==> src/rtl/half_word_packer.sv <==
// Purpose : packs two consecutive 16-bit halfwords into one 32-bit word, with flush for a partial word.
// Latency : out_valid rises the cycle after the second accept (or after flush); 1 word per 2 cycles sustained.
// Backpres: while a word is presented, in_ready follows out_ready so a halfword is taken only alongside a handoff.
//
// Ports:
//   clk, rst               clock and synchronous active-high reset
//   in_data/in_valid/in_ready    16-bit producer side (valid/ready)
//   flush                  emit a held half as a partial word
//   out_data/out_valid/out_ready 32-bit consumer side (valid/ready)
//   out_partial            presented word came from a flush
//   word_cnt               wrapping count of completed handoffs
module half_word_packer #(
   parameter int LOW_FIRST = 1,
   parameter int SIGN_EXT  = 0,
   parameter int CNT_W     = 8
) (
   input  logic             clk,
   input  logic             rst,
   input  logic [15:0]      in_data,
   input  logic             in_valid,
   output logic             in_ready,
   input  logic             flush,
   output logic [31:0]      out_data,
   output logic             out_valid,
   input  logic             out_ready,
   output logic             out_partial,
   output logic [CNT_W-1:0] word_cnt
);

   typedef enum logic [1:0] {
      S_EMPTY = 2'd0,
      S_HALF  = 2'd1,
      S_FULL  = 2'd2
   } state_t;

   state_t      state;
   state_t      state_nxt;
   logic [15:0] hold;
   logic        accept;
   logic        handoff;
   logic [15:0] fill;
   logic [31:0] full_word;
   logic [31:0] part_word;

   assign accept  = in_valid && in_ready;
   assign handoff = out_valid && out_ready;

   // Missing half of a flushed word: zero or a copy of the held half's sign.
   assign fill = (SIGN_EXT != 0) ? {16{hold[15]}} : 16'h0000;

   // The first accepted half (in hold) goes low when LOW_FIRST, else high.
   assign full_word = (LOW_FIRST != 0) ? {in_data, hold} : {hold, in_data};
   assign part_word = (LOW_FIRST != 0) ? {fill, hold}    : {hold, fill};

   // State register
   always_ff @(posedge clk) begin
      if (rst) begin
         state <= S_EMPTY;
      end else begin
         state <= state_nxt;
      end
   end

   // Next-state logic
   always_comb begin
      state_nxt = state;
      case (state)
         S_EMPTY: begin
            if (accept) state_nxt = S_HALF;
         end
         S_HALF: begin
            // A coincident accept wins over flush; both complete the word.
            if (accept || flush) state_nxt = S_FULL;
         end
         S_FULL: begin
            if (handoff) state_nxt = accept ? S_HALF : S_EMPTY;
         end
         default: state_nxt = S_EMPTY;
      endcase
   end

   // Output logic
   always_comb begin
      in_ready  = 1'b0;
      out_valid = 1'b0;
      case (state)
         S_EMPTY: in_ready = 1'b1;
         S_HALF:  in_ready = 1'b1;
         S_FULL: begin
            out_valid = 1'b1;
            // Taking a new half is only safe when the presented word leaves now.
            in_ready  = out_ready;
         end
         default: begin
            in_ready  = 1'b0;
            out_valid = 1'b0;
         end
      endcase
   end

   // Datapath: holding register, presented word and handoff counter
   always_ff @(posedge clk) begin
      if (rst) begin
         hold        <= 16'h0000;
         out_data    <= 32'h0000_0000;
         out_partial <= 1'b0;
         word_cnt    <= '0;
      end else begin
         // In S_FULL an accept implies a handoff, so the new half starts a fresh word.
         if (accept && (state == S_EMPTY || state == S_FULL)) begin
            hold <= in_data;
         end
         if (state == S_HALF) begin
            if (accept) begin
               out_data    <= full_word;
               out_partial <= 1'b0;
            end else if (flush) begin
               out_data    <= part_word;
               out_partial <= 1'b1;
            end
         end
         if (handoff) begin
            word_cnt <= word_cnt + {{(CNT_W-1){1'b0}}, 1'b1};
         end
      end
   end

endmodule

==> config.mk <==
export PLATFORM = sky130hd
export DESIGN_NAME = half_word_packer
export DESIGN_NICKNAME = d
export VERILOG_FILES = /design/src/rtl/half_word_packer.sv
export SDC_FILE = /design/constraint.sdc
export NUM_CORES = 1
export LEC_CHECK = 0
export CAP_MARGIN = 20
export CORE_UTILIZATION = 30
export DETAILED_ROUTE_END_ITERATION = 10
export GPL_ROUTABILITY_DRIVEN = 0
export SYNTH_ARGS = -nofsm -noshare
export SYNTH_HDL_FRONTEND = slang
export SYNTH_SLANG_ARGS = --single-unit
==> constraint.sdc <==
create_clock -name clk -period 4.1 [get_ports clk]
set_clock_uncertainty 0.05 [all_clocks]
set_input_delay 0.82 -clock clk [delete_from_list [all_inputs] [get_ports clk]]
set_output_delay 0.82 -clock clk [all_outputs]
set_load 0.01 [all_outputs]
==> results of run 1 <==
==> report_power, final <==
part / internal (mW) / switching (mW)
Clock: 0.358 / 0.236
Sequential: 0.597 / 0.0143
Combinational: 0.0652 / 0.0804
Total: 1.02 / 0.331
==> state kept, by name (all words and copies together) (netlist names) <==
register / cells
state: 2
word_cnt: 8
hold: 16
out_data: 32
out_partial: 1
==> critical path, delay by kind of cell <==
| kind | cells | cell delay [ns] |
|---|---|---|
| buffers and inverters | 2 | 1.15 |
| and+or+nand+nor | 2 | 0.27 |
==> per-layer routing <==
layer	up-vias	part of all wire [%]	track usage [%]
li1	1086	-	-
met1	1006	48	21.5
met2	67	45	25.3
met3	13	4.8	3.20
met4	0	2.3	9.24
met5	-	0	0
==> path summary, 6_finish.rpt <==
kind	from	end	slack (ns)
hold / removal	hold[15]	out_data[15]	0.41
hold reg to reg	hold[15]	out_data[15]	0.41
setup reg to reg	state[1]	out_data[3]	2.42
setup / recovery	out_ready	in_ready	1.0
==> metrics by stage <==
| stage | area [um2] | instances |
|---|---|---|
| 2_1_floorplan | 2310 | 278 |
| 3_3_place_gp | 2960 | 416 |
| 3_5_place_dp | 2970 | 417 |
| 4_1_cts | 3190 | 433 |
| 5_1_grt | 3210 | 434 |
| 6_report | 3210 | 434 |
==> cells in the final DEF (no fill, tap or decap), types with 2 or more instances in the layout <==
master           count
dfxtp_1             59
clkbuf_8            10
o31ai_1              2
nor2b_1              3
buf_4                2
a21oi_1             55
nand4_1              2
nand2b_1             3
nand3_1             33
clkdlybuf4s50_1     62
bufinv_16            2
xor2_1               2
nand2_1             20
o21ai_0             51
nor2_1               5
clkinvlp_4           2
or4_1                2
or3_1                3
==> cells in the mapped netlist (all sizes together) <==
master	instances	area, um2
dfxtp	59	1180
a21oi	55	275
o21ai	51	255
nand3	33	165
nand2	20	75.1
clkbuf	16	61.3
buf	10	52.6
nor2	5	18.8
nand2b	3	18.8
nor2b	3	18.8
or3	3	18.8
nand4	2	12.5
o31ai	2	15.0
or4	2	15.0
xor2	2	17.5
a22oi	1	7.51
and2b	1	7.51
and3b	1	8.76
ha	1	12.5
inv	1	3.75
mux2i	1	10.0
nand3b	1	20.0
nand4b	1	8.76
nor3	1	5.00
nor3b	1	7.51
o21bai	1	7.51
or2	1	6.26
==> cells by family (layout without fill, tap and decap cells) <==
group / count (synthesis) / in the layout / synth area share, %
AO/OA/AOI/OAI: 110 / 110 / 24.3
AND/OR/NAND/NOR: 78 / 78 / 17.6
flip-flops: 59 / 59 / 51.2
buffers and inverters: 27 / 84 / 5.10
XOR/XNOR: 2 / 2 / 0.760
adder cells (fa/ha/maj): 1 / 1 / 0.543
multiplexers: 1 / 1 / 0.434
==> area by class of cell <==
cell class              count  share of cell area, %
clock buffers              10                   4.29
repair buffers             67                   20.8
clock inverters             6                   2.77
multi-input cells         192                   31.4
inverters                   1                  0.117
well taps                  99                   3.86
flip-flops and latches     59                   36.8
==> results.ini, run 1 <==
[run_status]
status=complete, no violations

[worst_setup_path]
cp-end-kind=output port
slowest_delay_ns=0.61
cp_slowest_cell=clkdlybuf4s50_1
reg2regPathDepth=4
cp_cell_sequence=clkdlybuf4s50_1 -> nand3b_4 -> nand2_1 -> clkdlybuf4s50_1
start_kind=input pin
crit_arrival_ns=2.23
crit_type=input pin to output port
cp.required_ns=3.23
crit_top_cell=clkdlybuf4s50_1
path_max_fanout=9

[clocking]
clock_sinks=59
clkTransAtPathRegs_ns=0.06
ctsHtreeMaxLevel=3
clock-root-buffer=clkbuf_8
cts_buffers=9
clk_path_buf_depth=2
post_cts_buffers=0
ctsHoldBuffers=0
cts_tree=built
cts.repair.resized=0
clock_latency_ns=0.34

[die]
die-width_um=89.7
die_area_mm2=0.00804
start_util_pct=31.5
core_area_mm2=0.00733
die_y_um=89.7
num_rows=31
pin_count=64

[sta]
finalHoldViolations=0
fin_ws_ns=0.997
slew_headroom_pct=26.2
clock.fmax_mhz=322
whs_ns=0.410
maxSlewViolCount=0
finalSetupViolCount=0
rsz0062_at_grt=false
tightestPinTransition_ns=1.11
fin_crit_ns=3.10
tns_ns=0
period_share_pct=75.7

[final_layout]
synthToLayoutAreaGrowth_pct=39.2
seq_area_mm2=0.00118
antenna_cells=0
postLayoutCoreUtil_pct=43.8
fillCellCount=728
drive_gt1_share_pct=6.87
finalNetCount=352
multiInputGateArea_mm2=0.00101

[drt]
ant_nets=0
dr_total_vias=2172
drt_iter0_drc=139
wl_per_cell_um=14.3
viasPerCell=5.00
wl_mm=6.21
drc=0
drt_pass1_iterations=5

[placed_design]
io_buffer_count=63
dpl.hpwl_mm=3.88
pre_cts_slack_ns=0.991

[power]
vdd_ir_drop_max_mv=0.163
p_leak_nw=1.08
power.density_mw_per_mm2=421
p_total_mw=1.35

[yosys]
syn_nets=300
ys_warn_count=0
yosysUniqueCellTypes=29
syn_area_mm2=0.00231
ys_ff_latch=59
postSynthCellCount=278
synth_area_per_cell_um2=8.29
synth_seq_area_share_pct=51.2

[global_route]
grt_start_max_net_pins=60
grt_overflow=0
grt_pass1_wl_mm=9.97
grt_antenna_before_repair=0
grt.total_usage_pct=16.4
grt_pass1_vias=2000

[worst_hold_path]
hp-class=register to register
hold_depth=2

[flow_run]
drv_cap=0

No activity file was read; power rests on OpenSTA's default activity.
==> run 2, diff against run 1 <==
clock period = 3.24 ns   (was 4.1 ns; I/O delays follow)
==> run 2 against run 1 <==
Setup slack worse by 0.53 ns. Non-clock buffer count increased by 1. Clock-buffer cell count increased by 3. Combinational power up 25%. Critical path depth unchanged. Sequential power rose by 26%. Wire length decreased by 0.55%. Via count fell by 0.14%. Global-route usage grew 0.33 points.
==> results.ini, run 2 (synthesized netlist as in run 1, its figures left out) <==
[run_status]
status=complete, no violations

[sta]
period_share_pct=85.6
finalSetupViolCount=0  ; unchanged
fin_crit_ns=2.77
whs_ns=0.408  ; -0.00148 ns
clock.fmax_mhz=360
tns_ns=0  ; unchanged
slew_headroom_pct=54.4  ; +28 points
finalHoldViolations=0  ; unchanged
tightestPinTransition_ns=0.681  ; -0.426 ns
rsz0062_at_grt=false
maxSlewViolCount=0  ; unchanged

[final_layout]
antenna_cells=0  ; unchanged
largest_reg_flops=32  ; unchanged
synthToLayoutAreaGrowth_pct=37.8
drive_gt1_share_pct=6.27  ; -0.60 points
final_common_cell=clkdlybuf4s50_1
fin_cells=434  ; unchanged
fin_area_mm2=0.00318  ; -1.0%
top_regs=out_data (32), hold (16), word_cnt (8)
finalNetCount=353  ; +0.28%
most-common-layout-cells=clkdlybuf4s50_1, dfxtp_1, a21oi_1, o21ai_0, nand3_1
top_register=out_data

[global_route]
grt_pass1_vias=1972  ; -1.4%
grt_overflow=0  ; unchanged
grt.total_usage_pct=16.8  ; +0.33 points
grt_pass1_wl_mm=10.0  ; +0.48%
grt_start_max_net_pins=36  ; -40%
grt_antenna_before_repair=0  ; unchanged

[worst_setup_path]
cp_cell_sequence=clkdlybuf4s50_1 -> nand3b_4 -> nand2_1 -> clkdlybuf4s50_1
path_buf_inv=2  ; unchanged
path_max_fanout=9  ; unchanged
cp_slowest_cell=clkdlybuf4s50_1
reg2regPathDepth=4  ; unchanged
start_kind=input pin
cp.required_ns=2.54  ; -0.69 ns
path_depth=4  ; unchanged
crit_top_cell=clkdlybuf4s50_1
cp-end-kind=output port
crit_type=input pin to output port
critical-path-top-delay-family=buffers and inverters
crit_arrival_ns=2.08  ; -0.15 ns
slowest_delay_ns=0.63  ; +0.02 ns

[die]
core_area_mm2=0.00733  ; unchanged
die_y_um=89.7  ; unchanged
pin_count=64  ; unchanged
die-width_um=89.7  ; unchanged
start_util_pct=31.5  ; unchanged
num_rows=31  ; unchanged
die_area_mm2=0.00804  ; unchanged

[clocking]
post_cts_buffers=0  ; unchanged
ctsHoldBuffers=0  ; unchanged
cts_tree=built
cts.repair.resized=0  ; unchanged
ctsHtreeMaxLevel=3  ; unchanged
clock_latency_ns=0.33  ; about the same
clock_sinks=59  ; unchanged
clock-root-buffer=clkbuf_8
clkTransAtPathRegs_ns=0.06  ; about the same
cts_buffers=9  ; unchanged
clk_path_buf_depth=2  ; unchanged

[drt]
drt_iter0_drc=106  ; -24%
wl_mm=6.17  ; -0.55%
drt_pass1_iterations=4  ; -1
dr_total_vias=2169  ; -0.14%
viasPerCell=5.00  ; -0.14%
ant_nets=0  ; unchanged
drc=0  ; unchanged
wl_per_cell_um=14.2  ; -0.55%

[worst_hold_path]
hp-class=register to register
hold_depth=2  ; unchanged

[power]
vdd_ir_drop_max_mv=0.203  ; +25%
p_leak_nw=1.08  ; -0.62%
p_total_mw=1.62  ; +20%
power.density_mw_per_mm2=510  ; +21%

[placed_design]
place_area_mm2=0.00297  ; +0.13%
dp_cells=418  ; +0.24%
io_buffer_count=63  ; unchanged
dpl.hpwl_mm=4.02  ; +3.6%

[flow_run]
drv_cap=0  ; unchanged

==> run 2: power by group <==
part / total (mW) / switching, mW / internal, mW
combinational: 0.182 / 0.101 / 0.0814
clock: 0.667 / 0.274 / 0.393
sequential: 0.772 / 0.0174 / 0.755
total: 1.62 / 0.392 / 1.23
==> run 2: tightest hold or removal path, delay by kind of cell, from the launching register on <==
kind	cells	cell delay [ns]
AOI/OAI and AO/OA	1	0.05
DFF	1	0.30
and+or+nand+nor	1	0.06
==> run 2: through the flow <==
step                      setup WS (ns)  util [%]
final                             0.466      43.3
after global routing              0.390      43.3
after CTS                         0.447      43.2
after detailed placement          0.447      40.5
after global placement            0.473      40.5
after floorplan                    1.64         -
==> run 2: path summary, 6_finish.rpt <==
| path | from | slack (ns) | endpoint |
|---|---|---|---|
| worst min-delay path | hold[13] | 0.41 | out_data[13] |
| worst max-delay path | out_ready | 0.47 | in_ready |
| worst min register to register | hold[13] | 0.41 | out_data[13] |
| worst max register to register | state[0] | 1.59 | out_data[1] |
==> run 2: layout make-up <==
cell class | instances | area [um2]
Fill cell | 739 | 4150
Sequential cell | 59 | 1180
Multi-Input combinational cell | 192 | 1010
Timing Repair Buffer | 68 | 667
Clock buffer | 13 | 159
Tap cell | 99 | 124
Clock inverter | 2 | 35.0
Inverter | 1 | 3.75
==> run 2: layer usage <==
| layer | GRT usage (%) | part of all wire [%] |
|---|---|---|
| met2 | 25.1 | 46 |
| met5 | 0 | 0 |
| met3 | 3.84 | 4.8 |
| met4 | 7.79 | 1.6 |
| met1 | 22.8 | 48 |
